## config.mk

```make
export PLATFORM = sky130hd
export DESIGN_NAME = stream_muxn
export DESIGN_NICKNAME = d
export VERILOG_FILES = /design/src/rtl/stream_muxn.sv
export SDC_FILE = /design/constraint.sdc
export NUM_CORES = 1
export LEC_CHECK = 0
export ABC_CLOCK_PERIOD_IN_PS = 1900
export CAP_MARGIN = 10
export CORE_AREA = 3 3 87 89
export DETAILED_ROUTE_END_ITERATION = 6
export DIE_AREA = 0 0 90 92
export GPL_ROUTABILITY_DRIVEN = 0
export GPL_TIMING_DRIVEN = 0
export PLACE_DENSITY = 0.88
export SYNTH_ARGS = -nofsm -noshare
export SYNTH_HDL_FRONTEND = slang
export SYNTH_SLANG_ARGS = --single-unit
```

## constraint.sdc

```tcl
create_clock -name clk -period 1.9 [get_ports clk]
set_input_delay 0.38 -clock clk [delete_from_list [all_inputs] [get_ports clk]]
set_output_delay 0.38 -clock clk [all_outputs]
set_load 0.005 [all_outputs]
```

## src/rtl/stream_muxn.sv

```systemverilog
// N-channel valid/ready stream mux with one registered output stage; optional round-robin via STREAM_MUXN_RR_EN.
// Latency: 1 cycle from input handshake to out_*; 1 word/cycle sustained while out_ready is high.
// Backpressure: in_ready of the chosen channel follows (!out_valid || out_ready); all others see 0.
module stream_muxn #(
   parameter  int WIDTH = 32,
   parameter  int N     = 4,
   localparam int SELW  = $clog2(N)
) (
   input  logic                 clk,
   input  logic                 rst_n,
   input  logic [N*WIDTH-1:0]   in_data,
   input  logic [N-1:0]         in_valid,
   output logic [N-1:0]         in_ready,
   input  logic [SELW-1:0]      sel,
   input  logic                 rr_mode,
   output logic [WIDTH-1:0]     out_data,
   output logic                 out_valid,
   input  logic                 out_ready,
   output logic [SELW-1:0]      grant_idx
);

   // N widened by one bit so the range test also works when N is a power of two
   localparam logic [SELW:0] NLIM = (SELW+1)'(N);

   logic                 load_ok;
   logic [SELW-1:0]      chosen;
   logic                 chosen_vld;
   logic                 take;
   logic [WIDTH-1:0]     ch_data [N];

   assign load_ok = !out_valid || out_ready;

   for (genvar i = 0; i < N; i++) begin : g_unpack
      assign ch_data[i] = in_data[i*WIDTH +: WIDTH];
   end

`ifdef STREAM_MUXN_RR_EN
   logic [SELW-1:0] last;
   logic [SELW-1:0] rr_idx;
   logic            rr_hit;
   logic [SELW-1:0] cand;

   // Scan last+1 .. last+N (mod N) and pick the first valid channel
   always_comb begin
      rr_idx = '0;
      rr_hit = 1'b0;
      cand   = '0;
      for (int k = 1; k <= N; k++) begin
         cand = SELW'((int'(last) + k) % N);
         if (!rr_hit && in_valid[cand]) begin
            rr_hit = 1'b1;
            rr_idx = cand;
         end
      end
   end

   // Pointer only advances on round-robin grants; reset gives channel 0 first priority
   always_ff @(posedge clk or negedge rst_n) begin
      if (!rst_n) begin
         last <= SELW'(N-1);
      end else if (take && rr_mode) begin
         last <= chosen;
      end
   end

   // Channel choice: round-robin result when enabled, otherwise the explicit select
   always_comb begin
      chosen     = sel;
      chosen_vld = ({1'b0, sel} < NLIM);
      if (rr_mode) begin
         chosen     = rr_idx;
         chosen_vld = rr_hit;
      end
   end
`else
   logic unused_rr_mode;
   assign unused_rr_mode = rr_mode;

   // Channel choice: explicit select only; an out-of-range select chooses nothing
   always_comb begin
      chosen     = sel;
      chosen_vld = ({1'b0, sel} < NLIM);
   end
`endif

   // Only the chosen channel may see ready, and only when the output stage can load
   always_comb begin
      in_ready = '0;
      if (chosen_vld && load_ok) begin
         in_ready[chosen] = 1'b1;
      end
   end

   assign take = chosen_vld && load_ok && in_valid[chosen];

   // Output register: load on transfer, drain when consumer takes the word, hold under backpressure
   always_ff @(posedge clk or negedge rst_n) begin
      if (!rst_n) begin
         out_valid <= 1'b0;
         out_data  <= '0;
         grant_idx <= '0;
      end else if (take) begin
         out_valid <= 1'b1;
         out_data  <= ch_data[chosen];
         grant_idx <= chosen;
      end else if (out_ready) begin
         out_valid <= 1'b0;
      end
   end

endmodule
```

==> summary.md, run 1 <==
| Metric | Value |
|---|---|
| Arrival time worst endpoint | `2.00 ns` |
| Die ar. | `8280 um^2` |
| Clock Latency Late Sink | `0.28 ns` |
| Vias in the first global route | `2231` |
| CTS Hold Bufs | `0` |
| R2R depth | `6` |
| Worst-path clk slew | `0.07 ns` |
| Post-DR wirelength/cell | `17.84 um` |
| # port buffers | `175` |
| Worst vdd ir | `289.6 uV` |
| Library cells used by synthesis | `22` |
| GRT Util Overall | `0.1792` |
| Delay-heaviest family, CP | `buffers and inverters` |
| Pwr/cell area | `664.4 nW/um^2` |
| Max cap viols | `0` |
| DR vias/cell | `4.792` |
| Crit path max-delay cell type | `mux4_2` |
| GR Util met2 | `0.3454` |
| Rel. slew slack | `0.4838` |
| Fill cells | `564` |
| RR Startpoint | `out_valid$_DFFE_PN0P_` |
| Final hold violation count | `0` |
| Commonest non-fill, non-tap cells in the layout | `clkdlybuf4s50_1 (167), dfrtp_1 (35), mux2_4 (30)` |
| Met1 usage | `0.1844` |
| Switching power | `0.0007071 W` |
| Busiest grt layer | `met2` |
| # H-tree levels | `2` |
| Setup crit end kind | `register` |
| Part of the cycle the worst path needs | `0.9636` |
| Core region area | `6832 um^2` |
| Non-Filler Instances | `409` |
| Most common cell after layout, fill and taps aside | `clkdlybuf4s50_1` |
| Crit-path cells | `dlygate4sd2_1 -> buf_6 -> buf_4 -> buf_8 -> mux4_2 -> mux2_4` |
| Worst slew pin tran | `0.7744 ns` |
| Residual DRC | `0` |
| Clk sink count | `35` |
| Num CTS Buffers | `5` |
| DR pass1 iterations | `4` |
| Final nets | `450` |
| # setup viols final | `0` |
| Clock network power share | `0.177` |
| Root Buffer Master | `clkbuf_8` |
| Leakage | `1.823 nW` |
| FMAX | `546.2 MHz` |
| Area Growth Syn to Fin | `85.42%` |
| Sequential Power Share | `0.368` |
| GRT overflow | `0` |
| Die X | `90 um` |
| CTS tree | `yes` |
| Placed cell areas | `4202 um^2` |
| Syn_area_per_cell | `18.24 um^2` |
| Initial antenna violation count | `0` |
| WS Path Type | `in2reg` |
| Ant. Diodes | `0` |
| Startpoint types | `input port` |
| Worst Path Required | `2.06 ns` |
| Crit-path max FO | `10` |
| Share of cells above drive strength 1 | `0.2524` |
| Multi-input gate area in the final layout | `1361 um^2` |
| Clock Tree Buf Depth | `2` |
| Hold crit path type | `in2async` |
| Mapped Area | `2335 um^2` |
| Clk_skew | `0.006441 ns` |
| Remaining antenna violation count | `0` |
| Placed instance count | `399` |
| I/O pin cnt | `177` |
| Site Rows | `30` |
| Initial Util | `0.3418` |
| DP Wirelength | `6112 um` |
| Finished layout cell area | `4329 um^2` |
| Logic pwr share | `0.455` |
| Reg2reg setup slack | `0.22 ns` |
| Outcome | `complete, no violations` |
| Sequential element share of the synthesized area | `0.3751` |
| Post-synthesis register bit count | `35` |
| Die Y-Extent | `92 um` |
| Final slew viol count | `0` |
| Synthesis warning total | `0` |
| First-pass GRT wire length | `11550 um` |
| R2r endpoint | `out_data[23]$_DFFE_PN0P_` |
| Routed vias | `1960` |
| Reg area | `875.8 um^2` |
| Largest net degree at the start of global routing | `36` |
| CP peak stage delay | `0.52 ns` |
| Mapped Cells | `128` |
| Met3 Use GR | `0.05496` |
| Internal power | `0.002169 W` |
| Initial DRC count | `39` |
| Min Tclk post-route | `1.831 ns` |
| Switching share of power | `0.2458` |
| Worst Path Buf+Inv | `4` |
| Syn nets | `266` |
| Total wire length | `7297 um` |
| RSZ-0062 raised after global routing | `false` |
==> synth_stat cells <==
cell / number / share of area
buf_6: 7 / 0.034
mux2i_1: 2 / 0.0086
inv_1: 1 / 0.0016
dfrtp_1: 35 / 0.38
buf_1: 1 / 0.0016
a21o_1: 1 / 0.0032
o21ba_1: 1 / 0.0043
and3_2: 1 / 0.0032
nor3_2: 1 / 0.0043
nor2b_1: 1 / 0.0027
mux4_2: 23 / 0.22
mux2_1: 3 / 0.014
o22ai_1: 1 / 0.0027
nor3_1: 1 / 0.0021
nor3b_1: 1 / 0.0032
nand2_1: 2 / 0.0032
nand2b_1: 2 / 0.0054
mux2_4: 30 / 0.19
nor2_1: 1 / 0.0016
mux4_1: 9 / 0.10
buf_2: 3 / 0.0064
buf_8: 1 / 0.0064
==> worst reg2reg max path, stage by stage, from the launching register on <==
cell and delay (ns):
dfrtp_1 0.42, nor2b_4 0.22, nor3_2 0.06, o21ba_1 0.23
buf_6 0.13, buf_6 0.19, mux2_4 0.32
==> state kept, by name, indices dropped and copies added, names as in the netlist <==
register,flops
out_data,32
grant_idx,2
out_valid,1
==> stage by stage <==
| stage | hold slack, ns | TNS, ns | utilization | setup slack, ns | total power (W) |
|---|---|---|---|---|---|
| 2_1_floorplan | 0.08441 | 0 | - | 0.2960 | 0.001581 |
| 3_3_place_gp | 0.4728 | -27.95 | 0.6158 | -0.8750 | 0.002344 |
| 3_5_place_dp | 0.4865 | -16.29 | 0.6150 | -0.9017 | 0.002385 |
| 4_1_cts | 0.2044 | 0 | 0.6310 | 0.05190 | 0.002916 |
| 5_1_grt | 0.2302 | 0 | 0.6337 | 0.002662 | 0.003051 |
| 6_report | 0.1701 | 0 | 0.6337 | 0.06909 | 0.002876 |
==> final cells by class <==
cell class | instances | share of cell area
repair buffers | 177 | 0.4058
flip-flops and latches | 35 | 0.2023
plain buffers | 12 | 0.03006
well taps | 96 | 0.02775
clock inverters | 1 | 0.001156
inverters | 1 | 0.0008671
clock buffers | 7 | 0.01763
multi-input cells | 80 | 0.3145
==> worst max-delay path by stage <==
stage	from	end	slack [ns]	depth (start not counted)
after floorplan	out_valid$_DFFE_PN0P_	grant_idx[1]$_DFFE_PN0P_	0.30	6
after global placement	sel[1]	in_ready[2]	-0.88	5
after detailed placement	sel[1]	in_ready[2]	-0.90	5
after CTS	sel[0]	out_data[1]$_DFFE_PN0P_	0.05	6
after global routing	sel[0]	out_data[1]$_DFFE_PN0P_	0.003	6
final	sel[0]	out_data[3]$_DFFE_PN0P_	0.07	6
==> kinds of logic after synthesis <==
| family | count (synthesis) | synth area share |
|---|---|---|
| flip-flops | 35 | 0.3751 |
| AO/OA/AOI/OAI | 3 | 0.01019 |
| buffers and inverters | 13 | 0.04983 |
| AND/OR/NAND/NOR | 10 | 0.02572 |
| multiplexers | 67 | 0.5391 |
==> routing by layer <==
layer / vias to the layer above / routed length (um)
met5: - / 0
met4: 0 / 156
met3: 12 / 530
met2: 92 / 4123
met1: 962 / 2487
li1: 894 / -
==> power groups by stage <==
| stage | Sequential (W) | Combinational, W | Clock (W) |
|---|---|---|---|
| after global routing | 0.00109 | 0.00138 | 0.000582 |
| after global placement | 0.00105 | 0.00129 | 0 |
| after detailed placement | 0.00107 | 0.00131 | 0 |
| final | 0.00106 | 0.00131 | 0.000510 |
| after floorplan | 0.00107 | 0.000511 | 0 |
| after CTS | 0.00106 | 0.00132 | 0.000534 |
==> timing repair <==
action                     in CTS  in global routing
buffers inserted                2                  0
gates cloned                    0                  0
resized for setup              12                  5
setup endpoints to repair      34                 17
Power figures use the tool's default switching activity.
==> run 2: changes to the inputs <==
Settings changed: SKIP_LAST_GASP from default to 1.
==> summary.md, run 2 (synthesis results as in run 1) <==
| Metric | Value |
|---|---|
| RR Startpoint | `out_valid$_DFFE_PN0P_` |
| Placed instance count | `399 (unchanged)` |
| Clk_skew | `0.006441 ns (-0.00000002000 ns)` |
| Die X | `90 um (unchanged)` |
| DP Wirelength | `6112 um (unchanged)` |
| Reg area | `875.8 um^2 (unchanged)` |
| Clock Latency Late Sink | `0.28 ns (about the same)` |
| Min Tclk post-route | `1.831 ns (+0.00004580 ns)` |
| Outcome | `complete, no violations` |
| Root Buffer Master | `clkbuf_8` |
| R2r endpoint | `out_data[23]$_DFFE_PN0P_` |
| Most common cell after layout, fill and taps aside | `clkdlybuf4s50_1` |
| Worst slew pin tran | `0.7744 ns (unchanged)` |
| Routed wl met3 | `530 um (unchanged)` |
| CTS Hold Bufs | `0 (unchanged)` |
| FMAX | `546.2 MHz (about the same)` |
| Die ar. | `8280 um^2 (unchanged)` |
| Largest reg by FF count | `out_data` |
| Internal power | `0.002168 W (about the same)` |
| DR vias/cell | `4.795 (about the same)` |
| Largest regs | `out_data x32, grant_idx x2, out_valid x1` |
| Pwr/cell area | `664.7 nW/um^2 (about the same)` |
| Largest net degree at the start of global routing | `36 (unchanged)` |
| GRT Util Overall | `0.1792 (unchanged)` |
| R2R depth | `6 (unchanged)` |
| Total wire length | `7297 um (unchanged)` |
| # setup viols final | `0 (unchanged)` |
| Vias in the first global route | `2231 (unchanged)` |
| Leakage | `1.824 nW (about the same)` |
| Clk sink count | `35 (unchanged)` |
| Final slew viol count | `0 (unchanged)` |
| Switching power | `0.0007067 W (about the same)` |
| Clock network power share | `0.177 (about the same)` |
| Multi-input gate area in the final layout | `1358 um^2 (-0.28%)` |
| Wire length on met2 | `4124 um (about the same)` |
| WS Path Type | `in2reg` |
| Reg2reg setup slack | `0.22 ns (about the same)` |
| Worst Path Required | `2.06 ns (about the same)` |
| Non-Filler Instances | `409 (unchanged)` |
| Initial Util | `0.3418 (unchanged)` |
| Ant. Diodes | `0 (unchanged)` |
| Max cap viols | `0 (unchanged)` |
| Top Layer Used | `met4` |
| Initial antenna violation count | `0 (unchanged)` |
| Part of the cycle the worst path needs | `0.9637 (about the same)` |
| Fill cells | `564 (unchanged)` |
| Rel. slew slack | `0.4838 (unchanged)` |
| Remaining antenna violation count | `0 (unchanged)` |
| Post-route met1 wirelength | `2487 um (unchanged)` |
| I/O pin cnt | `177 (unchanged)` |
| Initial DRC count | `40 (+2.6%)` |
| Switching share of power | `0.2458 (about the same)` |
| Commonest non-fill, non-tap cells in the layout | `clkdlybuf4s50_1 (167), dfrtp_1 (35), mux2_4 (30)` |
| Finished layout cell area | `4325 um^2 (about the same)` |
| # port buffers | `175 (unchanged)` |
| Setup crit end kind | `register` |
| Die Y-Extent | `92 um (unchanged)` |
| Placed cell areas | `4202 um^2 (unchanged)` |
| RSZ-0062 raised after global routing | `true` |
| # H-tree levels | `2 (unchanged)` |
| Sequential Power Share | `0.368 (about the same)` |
| Routed vias | `1961 (+0.051%)` |
| Clock Tree Buf Depth | `2 (unchanged)` |
| Final hold violation count | `0 (unchanged)` |
| Worst vdd ir | `289.6 uV (about the same)` |
| GRT overflow | `0 (unchanged)` |
| Fin Hold WS | `0.1701 ns (unchanged)` |
| Area Growth Syn to Fin | `85.26% (about the same)` |
| Crit-path max FO | `10 (unchanged)` |
| Site Rows | `30 (unchanged)` |
| Arrival time worst endpoint | `2.00 ns (about the same)` |
| CTS tree | `yes` |
| Worst setup startpoint | `sel[0]` |
| DR pass1 iterations | `4 (unchanged)` |
| Logic pwr share | `0.455 (about the same)` |
| Residual DRC | `0 (unchanged)` |
| Worst-path clk slew | `0.07 ns (about the same)` |
| Startpoint types | `input port` |
| Hold crit path type | `in2async` |
| Post-DR wirelength/cell | `17.84 um (unchanged)` |
| Flip-flop count of the largest register after layout | `32 (unchanged)` |
| Num CTS Buffers | `5 (unchanged)` |
| Share of cells above drive strength 1 | `0.2492 (-0.003195)` |
| Final nets | `450 (unchanged)` |
| First-pass GRT wire length | `11550 um (unchanged)` |
| Core region area | `6832 um^2 (unchanged)` |
run 2: cell count changes in the layout (fill, tap and decap cells not counted):
cell / before / now
mux2i_1: 1 / 2
mux2i_2: 1 / 0
run 2: how the worst max path moves through the flow:
| stage | cells after the start | end |
|---|---|---|
| floorplan | 6 | grant_idx[1]$_DFFE_PN0P_ |
| global placement | 5 | in_ready[2] |
| detailed placement | 5 | in_ready[2] |
| CTS | 6 | out_data[1]$_DFFE_PN0P_ |
| global route | 7 | out_data[27]$_DFFE_PN0P_ |
| finish | 6 | out_data[3]$_DFFE_PN0P_ |
run 2: power groups by stage:
| stage | logic [W] | clock network (W) | registers (W) |
|---|---|---|---|
| floorplan | 0.000511 | 0 | 0.00107 |
| global placement | 0.00129 | 0 | 0.00105 |
| detailed placement | 0.00131 | 0 | 0.00107 |
| CTS | 0.00132 | 0.000534 | 0.00106 |
| global route | 0.00138 | 0.000582 | 0.00109 |
| finish | 0.00131 | 0.000510 | 0.00106 |
run 2: worst max-delay path, cell delays in order:
cell           delay [ns]
dlygate4sd2_1        0.27
buf_6                0.13
buf_4                0.21
buf_8                0.19
mux4_2               0.52
mux2_4               0.28
run 2: cell type report:
| type | instances | share of cell area |
|---|---|---|
| clock inverter | 1 | 0.001157 |
| inverter | 1 | 0.0008678 |
| timing repair buffer | 177 | 0.4061 |
| buffer | 12 | 0.03008 |
| multi-input combinational | 80 | 0.3139 |
| clock buffer | 7 | 0.01765 |
| sequential | 35 | 0.2025 |
| tap | 96 | 0.02777 |
run 2: metal layers:
layer	global-route usage	up-vias
met3	0.05496	12
li1	-	894
met2	0.3454	92
met4	0.05485	0
met5	0	-
met1	0.1844	963
run 2: through the flow:
| stage | setup TNS, ns | worst slack (ns) | util | power (W) |
|---|---|---|---|---|
| after floorplan | 0 | 0.2960 | - | 0.001581 |
| after global placement | -27.95 | -0.8750 | 0.6158 | 0.002344 |
| after detailed placement | -16.29 | -0.9017 | 0.6150 | 0.002385 |
| after CTS | 0 | 0.05190 | 0.6310 | 0.002916 |
| after global routing | -0.002170 | -0.002170 | 0.6332 | 0.003049 |
| final | 0 | 0.06904 | 0.6332 | 0.002875 |
run 2: repair_timing:
item | in CTS | in global routing
setup buffers | 2 | 0
resized for setup | 12 | 4
endpoints found under the setup margin | 34 | 17
cloned | 0 | 0
==> run 3: changes to the inputs <==
Settings changed: CTS_CLUSTER_DIAMETER from default to 40.
==> results of run 3 <==
Same layout as run 2: the final DEF is identical, and so are final timing and power.
